==> src/rtl/fullbridge_deadtime_driver.sv <==
// Full-bridge gate driver: turns the switching variable sigma into Q1..Q4 gate
// drives with dead time, minimum on-time, latched fault shutdown and period monitor.
module fullbridge_deadtime_driver #(
  parameter int DEAD_TIME = 20,
  parameter int MIN_ON    = 100,
  parameter int PERIOD_W  = 16
) (
  input  logic                i_clock,
  input  logic                i_RESET,
  input  logic                i_sigma,
  input  logic                i_enable,
  input  logic                i_fault,
  output logic [3:0]          o_MOSFET,
  output logic                o_fault,
  output logic [2:0]          o_state,
  output logic [PERIOD_W-1:0] o_period,
  output logic                o_period_valid
);

  localparam int DW = $clog2(DEAD_TIME + 1);
  localparam int OW = $clog2(MIN_ON + 1);

  localparam logic [DW-1:0] DEAD_LAST = DW'(DEAD_TIME - 1);
  localparam logic [OW-1:0] MIN_ON_C  = OW'(MIN_ON);
  localparam logic [OW-1:0] ON_ONE    = OW'(1);

  localparam logic [3:0] GATES_A   = 4'b1001;
  localparam logic [3:0] GATES_B   = 4'b0110;
  localparam logic [3:0] GATES_OFF = 4'b0000;

  typedef enum logic [2:0] {
    IDLE    = 3'd0,
    ARM     = 3'd1,
    ON_A    = 3'd2,
    DEAD_AB = 3'd3,
    ON_B    = 3'd4,
    DEAD_BA = 3'd5,
    FAULT   = 3'd6
  } state_t;

  state_t               state_q, state_d;
  logic [DW-1:0]        dead_cnt_q, dead_cnt_d;
  logic [OW-1:0]        on_cnt_q, on_cnt_d;
  logic [PERIOD_W-1:0]  per_cnt_q;
  logic                 meas_armed_q;
  logic                 pos_entry;
  logic                 in_leg_a;

  function automatic logic [3:0] gates_for(input state_t s);
    case (s)
      ON_A:    return GATES_A;
      ON_B:    return GATES_B;
      default: return GATES_OFF;
    endcase
  endfunction

  function automatic logic [PERIOD_W-1:0] sat_inc(input logic [PERIOD_W-1:0] v);
    return (&v) ? v : v + 1'b1;
  endfunction

  assign in_leg_a = (state_q == ON_A);

  // Next-state: fault beats disable beats sigma handling
  always_comb begin
    state_d    = state_q;
    dead_cnt_d = dead_cnt_q;
    on_cnt_d   = on_cnt_q;
    if (i_fault) begin
      state_d = FAULT;
    end else if (state_q == FAULT) begin
      state_d = FAULT;
    end else if (!i_enable) begin
      state_d = IDLE;
    end else begin
      case (state_q)
        IDLE: begin
          state_d    = ARM;
          dead_cnt_d = '0;
        end
        ARM, DEAD_AB, DEAD_BA: begin
          // Leaving an all-off phase: the leg follows sigma at the final cycle
          if (dead_cnt_q == DEAD_LAST) begin
            state_d  = i_sigma ? ON_A : ON_B;
            on_cnt_d = ON_ONE;
          end else begin
            dead_cnt_d = dead_cnt_q + 1'b1;
          end
        end
        ON_A, ON_B: begin
          if ((i_sigma != in_leg_a) && (on_cnt_q >= MIN_ON_C)) begin
            state_d    = in_leg_a ? DEAD_AB : DEAD_BA;
            dead_cnt_d = '0;
          end else if (on_cnt_q < MIN_ON_C) begin
            on_cnt_d = on_cnt_q + 1'b1;
          end
        end
        default: state_d = IDLE;
      endcase
    end
  end

  // A return to leg A after a cancelled dead phase is not a new switching cycle
  assign pos_entry = (state_d == ON_A) && ((state_q == ARM) || (state_q == DEAD_BA));

  always_ff @(posedge i_clock) begin
    if (!i_RESET) begin
      state_q        <= IDLE;
      dead_cnt_q     <= '0;
      on_cnt_q       <= '0;
      per_cnt_q      <= '0;
      meas_armed_q   <= 1'b0;
      o_MOSFET       <= GATES_OFF;
      o_fault        <= 1'b0;
      o_period       <= '0;
      o_period_valid <= 1'b0;
    end else begin
      state_q        <= state_d;
      dead_cnt_q     <= dead_cnt_d;
      on_cnt_q       <= on_cnt_d;
      o_MOSFET       <= gates_for(state_d);
      o_period_valid <= 1'b0;
      if (state_d == FAULT) begin
        o_fault <= 1'b1;
      end
      if (pos_entry) begin
        per_cnt_q    <= '0;
        meas_armed_q <= 1'b1;
        if (meas_armed_q) begin
          o_period       <= sat_inc(per_cnt_q);
          o_period_valid <= 1'b1;
        end
      end else begin
        per_cnt_q <= sat_inc(per_cnt_q);
        if ((state_d == IDLE) || (state_d == ARM) || (state_d == FAULT)) begin
          meas_armed_q <= 1'b0;
        end
      end
    end
  end

  assign o_state = state_q;

endmodule

==> config.mk <==
export PLATFORM = sky130hd
export DESIGN_NAME = fullbridge_deadtime_driver
export DESIGN_NICKNAME = d
export VERILOG_FILES = /design/src/rtl/fullbridge_deadtime_driver.sv
export SDC_FILE = /design/constraint.sdc
export NUM_CORES = 1
export LEC_CHECK = 0
export CORE_AREA = 4 4 68 82
export DETAILED_ROUTE_END_ITERATION = 16
export DIE_AREA = 0 0 72 86
export HOLD_SLACK_MARGIN = 0.12
export PLACE_DENSITY = 0.75
export SKIP_LAST_GASP = 1
export SLEW_MARGIN = 20
export SYNTH_ARGS = -nofsm -noshare
export SYNTH_HDL_FRONTEND = slang
export SYNTH_SLANG_ARGS = --single-unit
==> constraint.sdc <==
create_clock -name i_clock -period 6.4 [get_ports i_clock]
set_clock_uncertainty 0.15 [all_clocks]
set_input_delay 1.28 -clock i_clock [delete_from_list [all_inputs] [get_ports i_clock]]
set_output_delay 1.28 -clock i_clock [all_outputs]
set_load 0.01 [all_outputs]
==> metrics.md <==
| Metric | Value |
|---|---|
| Grt total ovfl | 0 |
| Tcrit/Tclk final | 0.534 |
| Multi-input logic area | 1370 um2 |
| R2r setup slk | 3850 ps |
| I/O pin count | 30 |
| Layout net count | roughly 310 |
| Final core utilization | 0.607 |
| RSZ-0062 raised after global routing | false |
| CP Max Fanout | 11 |
| Clk sinks | 52 |
| Post-route antenna net violation count | 0 |
| Highest clock rate | between 200 and 300 MHz |
| Maxcap violations | 0 |
| Die W | 72 um |
| Post-CTS Setup Bufs | 0 |
| Most common cell after layout, fill and taps aside | dfxtp_1 |
| Post-synth EDFFs | 0 |
| Clk_lat worst skew | roughly 300 ps |
| First-pass GRT wire length | slightly below 9000 um |
| Final wirelength | 5230 um |
| CTS tree | built |
| Area Overhead vs Synth | 16.7% |
| Clock buffer depth | 2 |
| Filler cells | around 450 |
| Hold Fails Final Rpt | 0 |
| Vias in the first global route | between 1500 and 2000 |
| H-tree levels | 2 |
| Most frequent cells in the layout | dfxtp_1 (52), clkdlybuf4s50_1 (29), nand2_1 (26) |
| DR vias/cell | approximately 5.9 |
| Run status | finished, final reports clean |
| Cell Rows | 28 |
| Power Dens Cells | around 200 nW/um2 |
| Tmin final | ~3400 ps |
| Post-DP HPWL | 3700 um |
| Top_reg_cell synth | dfxtp_1 |
| CTS resizes | 0 |
| Syn_area_per_cell | ~9 um2 |
| Slew Limit Fails | 0 |
| # diodes | 0 |
| Seq cells post-synth | 52 |
| Layout cell share with drive strength beyond 1 | 0.0721 |
| Post-synth ARST share | 0 |
| Reg clk slew, reported paths | roughly 90 ps |
| Port Buf Inserts | 29 |
| Largest net degree at the start of global routing | 49 |
| DRC Markers | 0 |
| Worst-margin pin slew | just under 1000 ps |
| Unique masters post-synth | 52 |
| All-Layer GR Usage | 0.176 |
| Worst IR drop on VDD | between 0.15 and 0.2 mV |
| Antenna violations before repair | 0 |
| Worst hold path type | reg -> reg |
| Post-CTS Hold Buffers | 0 |
| Initial DRC count | 126 |
| Clk root buf | clkbuf_8 |
| Worst setup EP type | flop |
| Num CTS Buffers | 5 |
| Slew margin rel. | 0.341 |
| GPL Wtd Cong | roughly 0.85 |
| Vias | 2140 |
| Wire per inst | 14.3 um |
| Core area | about 4800 um2 |
| Post-Syn Nets | ~290 |
| Setup TNS | 0 ps |
| Register area | between 1000 and 1500 um2 |
| First-pass iteration count of the detailed router | 4 |
| Setup CP Type | in -> reg |
| Sequential-to-total area share from yosys stat | 0.414 |
| Leakage power | between 0.001 and 0.0015 uW |
| Setup Viol. Count Final | 0 |
| Starting Density | 0.520 |
| DIE HEIGHT | between 80 and 90 um |
| Die area | approximately 6200 um2 |
| Worst Path Required | roughly 6500 ps |
| Crit path launch type | primary input |
| CP arrival | ~3500 ps |
| Cells after Synth | ~280 |
| Synth Warn # | 0 |
| Synth Cell Area | ~2500 um2 |
kinds of logic (layout without fill, tap and decap cells):
| family | after synthesis | count (layout) | share of synthesized area |
|---|---|---|---|
| multiplexers | 19 | 19 | 0.0762 |
| adder cells (fa/ha/maj) | 4 | 4 | 0.0199 |
| flip-flops | 52 | 52 | 0.414 |
| buffers and inverters | 21 | 47 | 0.0403 |
| XOR/XNOR | 4 | 4 | 0.0139 |
| AND/OR/NAND/NOR | 118 | 118 | 0.260 |
| AO/OA/AOI/OAI | 61 | 61 | 0.175 |
metrics by stage:
stage / setup slack [ps] / power (uW) / instances / instance area [um2] / hold WS [ps]
final: 2980 / 603 / 365 / 2930 / 312
after global routing: 2890 / 626 / 365 / 2930 / 346
after CTS: 3020 / 611 / 365 / 2930 / 317
after detailed placement: 2690 / 389 / 357 / 2830 / 300
after global placement: 2780 / 387 / 357 / 2830 / 295
after floorplan: 3410 / 372 / 279 / 2510 / 308
cell usage after synthesis, types with 2 or more instances:
library cell  number  area, um2
a21bo_2            2       20.0
nand3b_1           5       37.5
o21ai_0           16       80.1
and3_1             4       25.0
nand4bb_1          2       22.5
xor2_1             2       17.5
inv_1              7       26.3
xnor2_1            2       17.5
buf_4              3       22.5
or2_2              3       18.8
dfxtp_1           52       1040
nor4_1            10       62.6
a21boi_0           6       45.0
a31oi_1            2       12.5
a21oi_1            5       25.0
nor3_1             8       40.0
clkbuf_1           7       26.3
o21a_1             7       52.6
ha_1               4       50.1
nor2_1            20       75.1
o211ai_1           8       60.1
nor2b_1            2       12.5
and2_1             4       25.0
nand2_1           26       97.6
nand4_1            8       50.1
o31a_1             5       43.8
nand3_1           15       75.1
mux2i_1           18        180
buf_2              3       15.0
worst max-delay path: stages:
cell	delay [ps]
clkdlybuf4s50_1	560
a21bo_2	280
a211oi_1	430
o21a_1	410
or4_4	330
mux2i_1	200
flip-flops by register name, indices dropped and copies added, names as in the netlist:
name / count
on_cnt_q: 7
meas_armed_q: 1
dead_cnt_q: 5
o_state: 3
per_cnt_q: 16
o_period: 16
o_fault: 1
o_period_valid: 1
o_MOSFET: 2
metal layers:
metal,track usage,vias up,part of all wire
li1,-,1076,-
met1,0.209,1011,0.44
met2,0.309,42,0.50
met3,0.0352,11,0.039
met4,0.0667,0,0.019
met5,0,-,0
path summary, 6_finish.rpt:
path / from / end / cells after the start
worst max register to register: dead_cnt_q[0] / o_period[9] / 6
worst min register to register: o_period[11] / o_period[11] / 2
worst min-delay path: o_period[11] / o_period[11] / 2
worst max-delay path: i_enable / o_period[9] / 6
report_power, final:
group | switching [uW] | leakage [uW] | total [uW] | internal [uW]
sequential | 7.39 | 0.000421 | 335 | 328
combinational | 25.7 | 0.000608 | 45.9 | 20.2
clock | 105 | 0.0000552 | 222 | 116
area by class of cell:
class	count	share of cell area
tap	60	0.0256
timing repair buffer	32	0.107
clock buffer	6	0.0247
clock inverter	2	0.0119
sequential	52	0.355
multi-input combinational	206	0.467
inverter	7	0.00896
Note: power is estimated with default switching activity, not from simulation.
